===== src/rtl/vpu_pkg.sv =====
// Shared types and default sizing for the VPU destination-side datapath.
// The collector FSM state type and write-word width live here so the source port can reuse them.
package vpu_pkg;

   localparam int VPU_OPERAND_WIDTH = 32;
   localparam int DST_LANE_CNT      = 4;
   localparam int DST_FIFO_DEPTH    = 8;
   localparam int DST_ADDR_WIDTH    = 8;
   localparam int DST_LEN_WIDTH     = 8;
   localparam int WR_DATA_WIDTH     = VPU_OPERAND_WIDTH * DST_LANE_CNT;

   typedef enum logic [1:0] {
      IDLE  = 2'd0,
      PACK  = 2'd1,
      WRITE = 2'd2,
      DONE  = 2'd3
   } collector_state_t;

endpackage


===== src/rtl/vpu_sync_fifo.sv =====
// Single-clock FIFO; a push is poppable the next cycle. Push on full is ignored unless
// a pop happens in the same cycle, which keeps simultaneous push/pop on full lossless.
module vpu_sync_fifo #(
   parameter int WIDTH = 32,
   parameter int DEPTH = 8,
   localparam int AW = $clog2(DEPTH),
   localparam int CW = AW + 1
) (
   input  logic             clk,
   input  logic             rst,
   input  logic             push_i,
   input  logic [WIDTH-1:0] push_dat_i,
   input  logic             pop_i,
   output logic [WIDTH-1:0] pop_dat_o,
   output logic             full_o,
   output logic             empty_o,
   output logic [CW-1:0]    count_o
);

   logic [WIDTH-1:0] mem_q [DEPTH];
   logic [WIDTH-1:0] mem_d [DEPTH];
   logic [AW-1:0]    wr_ptr_q, wr_ptr_d;
   logic [AW-1:0]    rd_ptr_q, rd_ptr_d;
   logic [CW-1:0]    count_q, count_d;
   logic             do_push, do_pop;

   assign full_o    = (count_q == CW'(DEPTH));
   assign empty_o   = (count_q == '0);
   assign count_o   = count_q;
   assign pop_dat_o = mem_q[rd_ptr_q];

   always_comb begin
      mem_d    = mem_q;
      wr_ptr_d = wr_ptr_q;
      rd_ptr_d = rd_ptr_q;
      do_pop   = pop_i && !empty_o;
      do_push  = push_i && (!full_o || do_pop);
      if (do_push) begin
         mem_d[wr_ptr_q] = push_dat_i;
         wr_ptr_d        = wr_ptr_q + 1'b1;
      end
      if (do_pop) begin
         rd_ptr_d = rd_ptr_q + 1'b1;
      end
      count_d = count_q + CW'(do_push) - CW'(do_pop);
   end

   always_ff @(posedge clk) begin
      if (rst) begin
         wr_ptr_q <= '0;
         rd_ptr_q <= '0;
         count_q  <= '0;
      end else begin
         wr_ptr_q <= wr_ptr_d;
         rd_ptr_q <= rd_ptr_d;
         count_q  <= count_d;
      end
   end

   // Storage needs no reset: the pointers and count define which entries are live.
   always_ff @(posedge clk) begin
      mem_q <= mem_d;
   end

endmodule


===== src/rtl/vpu_dst_collector.sv =====
// Buffers an unstallable FP result stream, packs LANE_CNT results per word and writes them to the
// register file (valid/ready, held while stalled). Credits keep results from ever outrunning the FIFO.
module vpu_dst_collector
   import vpu_pkg::*;
#(
   parameter int OPERAND_WIDTH = VPU_OPERAND_WIDTH,
   parameter int LANE_CNT      = DST_LANE_CNT,
   parameter int FIFO_DEPTH    = DST_FIFO_DEPTH,
   parameter int ADDR_WIDTH    = DST_ADDR_WIDTH,
   parameter int LEN_WIDTH     = DST_LEN_WIDTH
) (
   input  logic                              clk,
   input  logic                              rst,
   input  logic                              start_i,
   output logic                              issue_ready_o,
   input  logic                              result_valid_i,
   input  logic [OPERAND_WIDTH-1:0]          result_i,
   input  logic                              cfg_start_i,
   input  logic [ADDR_WIDTH-1:0]             cfg_base_addr_i,
   input  logic [LEN_WIDTH-1:0]              cfg_len_i,
   output logic                              wr_valid_o,
   input  logic                              wr_ready_i,
   output logic [ADDR_WIDTH-1:0]             wr_addr_o,
   output logic [OPERAND_WIDTH*LANE_CNT-1:0] wr_data_o,
   output logic                              done_o,
   output logic                              err_o
);

   localparam int LW = $clog2(LANE_CNT);
   localparam int CW = $clog2(FIFO_DEPTH) + 1;
   localparam int IW = $clog2(FIFO_DEPTH) + 2;

   collector_state_t       state_q, state_d;
   logic [ADDR_WIDTH-1:0]  addr_q, addr_d;
   logic [LEN_WIDTH-1:0]   rem_q, rem_d;
   logic [LW-1:0]          lane_q, lane_d;
   logic [OPERAND_WIDTH-1:0] lane_buf_q [LANE_CNT];
   logic [OPERAND_WIDTH-1:0] lane_buf_d [LANE_CNT];
   logic [IW-1:0]          inflight_q, inflight_d;
   logic                   issue_ready_q, issue_ready_d;
   logic                   err_q, err_d;

   logic                     fifo_pop, fifo_full, fifo_empty, push_ok, inflight_dec;
   logic [OPERAND_WIDTH-1:0] fifo_dat;
   logic [CW-1:0]            fifo_count, fifo_count_next;
   logic [IW-1:0]            occ_next;

   vpu_sync_fifo #(
      .WIDTH (OPERAND_WIDTH),
      .DEPTH (FIFO_DEPTH)
   ) u_fifo (
      .clk        (clk),
      .rst        (rst),
      .push_i     (result_valid_i),
      .push_dat_i (result_i),
      .pop_i      (fifo_pop),
      .pop_dat_o  (fifo_dat),
      .full_o     (fifo_full),
      .empty_o    (fifo_empty),
      .count_o    (fifo_count)
   );

   always_comb begin
      state_d    = state_q;
      addr_d     = addr_q;
      rem_d      = rem_q;
      lane_d     = lane_q;
      lane_buf_d = lane_buf_q;
      fifo_pop   = 1'b0;
      case (state_q)
         IDLE: begin
            if (cfg_start_i) begin
               addr_d  = cfg_base_addr_i;
               rem_d   = cfg_len_i;
               lane_d  = '0;
               state_d = (cfg_len_i == '0) ? DONE : PACK;
            end
         end
         PACK: begin
            if (!fifo_empty) begin
               fifo_pop           = 1'b1;
               lane_buf_d[lane_q] = fifo_dat;
               lane_d             = lane_q + 1'b1;
               if (lane_q == LW'(LANE_CNT - 1)) begin
                  state_d = WRITE;
               end
            end
         end
         WRITE: begin
            if (wr_ready_i) begin
               addr_d  = addr_q + 1'b1;
               rem_d   = rem_q - 1'b1;
               lane_d  = '0;
               state_d = (rem_q == LEN_WIDTH'(1)) ? DONE : PACK;
            end
         end
         DONE:    state_d = IDLE;
         default: state_d = IDLE;
      endcase
   end

   // Credit accounting looks one cycle ahead so issue_ready_q is exact in the cycle it is seen.
   always_comb begin
      inflight_dec = result_valid_i && (inflight_q != '0);
      push_ok      = result_valid_i && (!fifo_full || fifo_pop);
      inflight_d   = inflight_q;
      if (start_i && !result_valid_i) begin
         inflight_d = inflight_q + 1'b1;
      end else if (!start_i && inflight_dec) begin
         inflight_d = inflight_q - 1'b1;
      end
      fifo_count_next = fifo_count + CW'(push_ok) - CW'(fifo_pop);
      occ_next        = inflight_d + IW'(fifo_count_next);
      issue_ready_d   = (occ_next < IW'(FIFO_DEPTH));
      err_d           = err_q
                      || (result_valid_i && (inflight_q == '0))
                      || (result_valid_i && !push_ok);
   end

   always_ff @(posedge clk) begin
      if (rst) begin
         state_q       <= IDLE;
         addr_q        <= '0;
         rem_q         <= '0;
         lane_q        <= '0;
         inflight_q    <= '0;
         issue_ready_q <= 1'b0;
         err_q         <= 1'b0;
         for (int i = 0; i < LANE_CNT; i++) begin
            lane_buf_q[i] <= '0;
         end
      end else begin
         state_q       <= state_d;
         addr_q        <= addr_d;
         rem_q         <= rem_d;
         lane_q        <= lane_d;
         inflight_q    <= inflight_d;
         issue_ready_q <= issue_ready_d;
         err_q         <= err_d;
         lane_buf_q    <= lane_buf_d;
      end
   end

   always_comb begin
      wr_data_o = '0;
      for (int i = 0; i < LANE_CNT; i++) begin
         wr_data_o[i*OPERAND_WIDTH +: OPERAND_WIDTH] = lane_buf_q[i];
      end
   end

   assign wr_valid_o    = (state_q == WRITE);
   assign wr_addr_o     = addr_q;
   assign done_o        = (state_q == DONE);
   assign issue_ready_o = issue_ready_q;
   assign err_o         = err_q;

endmodule

===== config.mk =====
export PLATFORM = sky130hd
export DESIGN_NAME = vpu_dst_collector
export DESIGN_NICKNAME = d
export VERILOG_FILES = /design/src/rtl/vpu_pkg.sv /design/src/rtl/vpu_sync_fifo.sv /design/src/rtl/vpu_dst_collector.sv
export SDC_FILE = /design/constraint.sdc
export NUM_CORES = 1
export LEC_CHECK = 0
export ABC_AREA = 0
export CORE_MARGIN = 1
export CORE_UTILIZATION = 45
export DETAILED_ROUTE_END_ITERATION = 6
export DONT_BUFFER_PORTS = 1
export PLACE_DENSITY = 0.66
export SLEW_MARGIN = 25
export SYNTH_ARGS = -nofsm -noshare
export SYNTH_HDL_FRONTEND = slang
export SYNTH_SLANG_ARGS = --single-unit
export TNS_END_PERCENT = 50

===== constraint.sdc =====
create_clock -name clk -period 14.75 [get_ports clk]
set_input_delay 2.95 -clock clk [delete_from_list [all_inputs] [get_ports clk]]
set_output_delay 2.95 -clock clk [all_outputs]
set_load 0.005 [all_outputs]

======== Word-level counts from Yosys, hierarchy flattened ========
Cells that the tools add are included.
storage, ports and cells
  flip-flop bits (word level) ............. 421
  latch bits .............................. 0
  RAM bits ................................ 0
  memory bits (read-only) ................. 0
  output and inout port bits .............. 140
  word-level logic and storage cells ...... 114
  memories kept ........................... 0
operators by class
  add/sub/neg operators ................... 12
  $mul .................................... 0
  divide/modulo/power cells ............... 0
  order comparisons ....................... 6
  equality and inequality tests ........... 10
  shift-type cells ........................ 0
  mux-type cells .......................... 30
  bitwise gates (word level) .............. 4
  reduce and logical (&&, ||, !) cells .... 30
operator list
  cell                                                  number
  bitwise mux 256 bit                                   1
  bitwise mux 128 bit                                   1
  2-to-1 mux 32 bit                                     4
  binary-select mux 32 bit (select 3 bit)               1
  demux 32 bit (select 3 bit)                           1
  demux 32 bit (select 2 bit)                           1
  2-to-1 mux 8 bit                                      4
  case mux 8 bit (2 select lines)                       2
  2-to-1 mux 2 bit                                      9
  logical AND 1 bit                                     10
  2-to-1 mux 5 bit                                      2
  adder 4 x 1 -> 4 bit                                  2
  adder 8 x 1 -> 8 bit (second input constant)          1
  equality test 8 x 1 -> 1 bit (second input constant)  1
  >= comparator 4 bit (second input constant)           2
  zero test 8 bit                                       1
  NOT 3 -> 4 bit                                        2
  case mux 2 bit (4 select lines)                       1
  AND reduction 4 bit                                   2
  subtractor 4 x 1 -> 4 bit                             2
  subtractor 8 x 1 -> 8 bit (second input constant)     1
  adder 3 x 1 -> 3 bit (second input constant)          2
  equality test 2 bit (second input constant)           3
  != test 2 bit (second input constant)                 3
  other kinds (25)                                      33

======== Logic depth before layout (Yosys ltp) ========
  depth in word-level cells ............... 9
  depth in mapped cells ................... 14

======== Cells and area by module ========
From an unflattened synthesis, not the netlist that was laid out.
unflattened totals
  cells, all modules ...................... 1250
  area total of the unflattened synthesis .. 16568.4 sq um
modules (own cells, without submodules)
  module             times used  cells each  area an instance (sq um)  sequential area each (sq um)
  vpu_sync_fifo      1           458         10328.7                   7887.6
  vpu_dst_collector  1           792         6239.7                    3103.0

======== Worst setup path after synthesis ========
OpenSTA, ideal clock, no wires.
  path kind ............................... input-to-reg
  from .................................... in result_valid_i
  to ...................................... reg u_fifo.mem_q[224] in the netlist's numbering (enable)
  library setup time ...................... 501 ps
  data arrival time ....................... 6146 ps
  data required time ...................... 14249 ps
  slack ................................... 8103 ps
  cell stages on the path ................. 2
  path buffers ............................ 0
  cell sequence ........................... nand2_1 > nor4_1
on the way
  longest elaborated chain between the ends .. 1
ends and longest elaborated chain
  what                  line                     text
  from (decl)           vpu_dst_collector.sv:16  input logic result_valid_i,
  logical AND 1 bit     vpu_sync_fifo.sv:37      do_push = push_i && (!full_o || do_pop);
  to (signal assigned)  vpu_sync_fifo.sv:62      mem_q <= mem_d;
  to (decl)             vpu_sync_fifo.sv:20      logic [WIDTH-1:0] mem_q [DEPTH];
No other way between the ends.
A chain may end at the register's enable or synchronous reset.

======== Worst setup path in the final report ========
  from .................................... reg state_q[1]
  to ...................................... out wr_valid_o
on the way
  longest elaborated chain between the ends .. 1
ends and longest elaborated chain
  what                    line                      text
  from (decl)             vpu_dst_collector.sv:33   collector_state_t state_q, state_d;
  from (signal assigned)  vpu_dst_collector.sv:133  state_q <= state_d;
  equality test 2 bit     vpu_dst_collector.sv:151  assign wr_valid_o = (state_q == WRITE);
  to (decl)               vpu_dst_collector.sv:21   output logic wr_valid_o,
No other way between the ends.

==> summary.txt <==
Floorplan
  • # rows: 69
  • Die width: 192 um
  • Starting utilization of the core area: 0.457
  • Area of the core: 35600 um^2
  • Die Y: 192 um
  • Overall die area: 36900 um^2
  • Boundary pin count: 194

Yosys
  • Synth cell types: 54
  • Post-Syn Area: 16300 um^2
  • Syn_nets: 1168
  • Library cell with the highest instance count after synthesis: sky130_fd_sc_hd__edfxtp_1
  • Number of enable-type register cells in the synthesized netlist: 256
  • Average cell area after synthesis: 14.9 um^2
  • Number of synthesized register bits: 421
  • Top cells by area, synth: sky130_fd_sc_hd__edfxtp_1, sky130_fd_sc_hd__dfxtp_1, sky130_fd_sc_hd__mux4_2, sky130_fd_sc_hd__a211oi_1, sky130_fd_sc_hd__nor2_1
  • Synth area leader: sky130_fd_sc_hd__edfxtp_1
  • Leading post-synthesis cells by instance count: sky130_fd_sc_hd__edfxtp_1, sky130_fd_sc_hd__dfxtp_1, sky130_fd_sc_hd__nor2_1
  • Commonest register cell after synthesis: sky130_fd_sc_hd__edfxtp_1
  • Count of mapped cells out of synthesis: 1090
  • Area share of the largest cell type after synthesis: 0.473
  • Share of synthesized area occupied by flip-flops and latches: 0.676
  • Total number of yosys warnings: 0
  • Share of synthesized flip-flops with an asynchronous set or reset: 0

Pwr
  • Share of total power consumed by net switching: 0.260
  • Sequential group share of total power: 0.478
  • Sw Pwr: 763 uW
  • Part of the total power dissipated in the clock network: 0.371
  • Internal power consumption: approximately 2200 uW
  • Peak VDD IR: 0.0983 mV
  • Power density normalized to cell area: 163 nW/um^2
  • Static power due to leakage: roughly 0.0057 uW
  • Overall power of the completed layout: 2940 uW
  • Combinational share of power: 0.151

Drt
  • Final ANT Viol Nets: 0
  • Routed wire length: 34400 um
  • DRT iter0 DRCs: 504
  • Vias post-DR: around 8900
  • DRC violations left: 0
  • Average via count per standard cell: 5.64
  • Wirelength per Cell: 21.9 um
  • Iteration count of the initial detailed-routing pass: 4

Timing
  • Measured slew at the worst slew-check pin: a little under 1 ns
  • Clock tree skew after final layout: between 0.02 and 0.025 ns
  • Peak Freq: 0.192 GHz
  • RSZ-0062 raised after global routing: no
  • Portion of the clock cycle consumed by the worst path in the final layout: 0.352
  • Crit path time final: 5.20 ns
  • Max-Slew Margin vs Limit: 0.337
  • Count of endpoints failing hold in the final timing report: 0
  • Final sum of negative setup slack: 0 ns
  • Pins Over Slew Limit: 0
  • Number of failing setup endpoints in the final timing report: 0

Setup path
  • Crit path to: wr_valid_o
  • RR Startpoint: state_q[1]
  • Required @ worst endpoint: 11.80 ns
  • Maximum single-stage delay on the critical path: 0.82 ns
  • Critical path endpoint category: output port
  • Cell chain of the critical path: nand2b_1 -> clkinv_1
  • Worst-path cell with the longest stage delay: sky130_fd_sc_hd__dfxtp_1
  • Critical Path Stages: 2
  • Start point of the critical path: state_q[1]
  • Category of the most critical setup path: flip-flop to output port
  • Capture instance of the worst register-to-register path: issue_ready_o
  • Buf+Inv Stages, Crit Path: 1
  • Setup crit start kind: flip-flop
  • Reg2Reg Depth: 11
  • Arrival time of data at the critical path endpoint: between 2 and 2.5 ns
  • Crit Path Max Fanout: 24
  • Worst R2R Setup Slack: 11.38 ns
  • Kind of cell with the highest combined delay on the critical path: flip-flops

CTS
  • Total of cells resized after clock tree synthesis: 0
  • Number of clock buffers inserted by TritonCTS: 43
  • Clock edge transition at the registers on the reported setup and hold paths: 0.06 ns
  • Number of H-tree branching levels: 2
  • Number of buffers inserted by post-CTS setup repair: 0
  • TritonCTS clock tree: built
  • Clk sink count: between 400 and 500
  • Number of buffers on the longest clock path: 3
  • CTS Root Buffer Type: sky130_fd_sc_hd__clkbuf_16
  • Clock network latency to the later pin of the worst-skew pair: 0.56 ns
  • Cts-stage hold buffer count: 0

Global routing
  • Maximum number of pins on one net before global-route repair: about 170
  • GRT Residual Overflow: 0
  • Wire length of the first global-routing pass: 51100 um
  • Initial antenna violation count: 0
  • Global-route total usage across every layer: 0.185
  • Via count of the first global-routing pass: 8625

Placed design
  • HPWL reported at the end of detailed placement: 21600 um
  • Number of buffers inserted by port buffering: 0
  • Final weighted congestion of routability-driven global placement: 0.836

Min path
  • Hold WC Path Type: flip-flop to flip-flop

Layout
  • Nets@finish: 1155
  • Layout overhead on the synthesized area: 11.1%
  • Share of cells above drive strength 1: 0.163
  • Antenna diode count: 0

Outcome
  • Outcome: complete, no violations

Flow run
  • Max-cap check violation count: 0
[cells by family (layout without fill, tap and decap cells)]
kind of cell | Yosys count | after routing | synth area share
flops | 421 | 421 | 0.676
simple gates | 243 | 243 | 0.0647
compound gates | 195 | 195 | 0.0854
mux | 100 | 100 | 0.115
buf+inv | 92 | 112 | 0.0309
fa+ha+maj | 24 | 24 | 0.0194
xor+xnor | 15 | 15 | 0.00893
[tightest hold or removal path, cell delays in order, from the launching register on]
cell and delay [ns]:
sky130_fd_sc_hd__dfxtp_1 0.32, sky130_fd_sc_hd__o21ai_0 0.07, sky130_fd_sc_hd__a21oi_1 0.06
[placed cells by master (no fill, tap or decap), types with 3 or more instances in the layout]
cell	instances
sky130_fd_sc_hd__mux2i_2	18
sky130_fd_sc_hd__edfxtp_1	256
sky130_fd_sc_hd__inv_1	18
sky130_fd_sc_hd__xor2_1	8
sky130_fd_sc_hd__xnor2_1	6
sky130_fd_sc_hd__clkinv_1	6
sky130_fd_sc_hd__nor2b_1	7
sky130_fd_sc_hd__nand2b_1	6
sky130_fd_sc_hd__nor4_1	3
sky130_fd_sc_hd__nor3_1	3
sky130_fd_sc_hd__buf_4	11
sky130_fd_sc_hd__nor2_1	156
sky130_fd_sc_hd__nor3_2	4
sky130_fd_sc_hd__clkbuf_1	11
sky130_fd_sc_hd__nand3_1	11
sky130_fd_sc_hd__nor2_4	4
sky130_fd_sc_hd__clkinv_2	6
sky130_fd_sc_hd__bufinv_16	5
sky130_fd_sc_hd__and2_2	3
sky130_fd_sc_hd__a21oi_1	23
sky130_fd_sc_hd__dfxtp_1	162
sky130_fd_sc_hd__o21ai_0	13
sky130_fd_sc_hd__o22ai_1	3
sky130_fd_sc_hd__clkbuf_16	43
sky130_fd_sc_hd__clkbuf_8	4
sky130_fd_sc_hd__a211oi_1	136
sky130_fd_sc_hd__mux4_2	64
sky130_fd_sc_hd__ha_1	22
sky130_fd_sc_hd__mux2i_1	18
sky130_fd_sc_hd__nand2_1	30
[worst min-delay path by stage]
stage	startpoint	end	slack (ns)	cells after the start
2_1_floorplan	rem_q[0]	rem_q[0]	0.46	2
3_3_place_gp	rem_q[7]	rem_q[7]	0.47	2
6_report	rem_q[7]	rem_q[7]	0.49	2
3_5_place_dp	rem_q[7]	rem_q[7]	0.48	2
5_1_grt	rem_q[0]	rem_q[0]	0.52	2
4_1_cts	rem_q[7]	rem_q[7]	0.49	2
[final cells by class]
cell class / count / area, um^2
Multi-Input combinational cell: 577 / 4830
Timing Repair Buffer: 14 / 158
Clock buffer: 59 / 1180
Sequential cell: 421 / 11000
Clock inverter: 19 / 248
Inverter: 20 / 75.1
Fill cell: 2953 / 17500
Tap cell: 461 / 577
[per-stage QoR]
step	area [um^2]	cells	hold WS [ns]	worst slack [ns]	util
2_1_floorplan	16300	1090	0.463	8.10	-
3_3_place_gp	16600	1490	0.475	9.74	0.465
3_5_place_dp	16600	1492	0.483	9.67	0.467
4_1_cts	18000	1570	0.493	9.57	0.507
5_1_grt	18100	1571	0.520	9.43	0.508
6_report	18100	1571	0.492	9.55	0.508
[state kept, by name (all words and copies together), names as in the netlist]
register,cells
err_o,1
inflight_q,5
issue_ready_o,1
lane_q,2
rem_q,8
state_q,2
u_fifo.count_o,4
u_fifo.mem_q,256
u_fifo.rd_ptr_q,3
u_fifo.wr_ptr_q,3
wr_addr_o,8
wr_data_o,128
[power groups by stage]
stage	Combinational, uW	Sequential (uW)	Clock (uW)
6_report	443	1400	1090
5_1_grt	488	1420	1160
4_1_cts	450	1410	1110
3_5_place_dp	448	1430	0
3_3_place_gp	441	1430	0
2_1_floorplan	368	1400	0
[layer usage]
metal / vias to the layer above / track usage / routed length [um]
met5: - / 0 / 0
met2: 256 / 0.292 / 15800
li1: 4135 / - / -
met4: 0 / 0.0639 / 811
met3: 53 / 0.0510 / 2810
met1: 4418 / 0.247 / 15000
(Power assumes the default switching activity.)
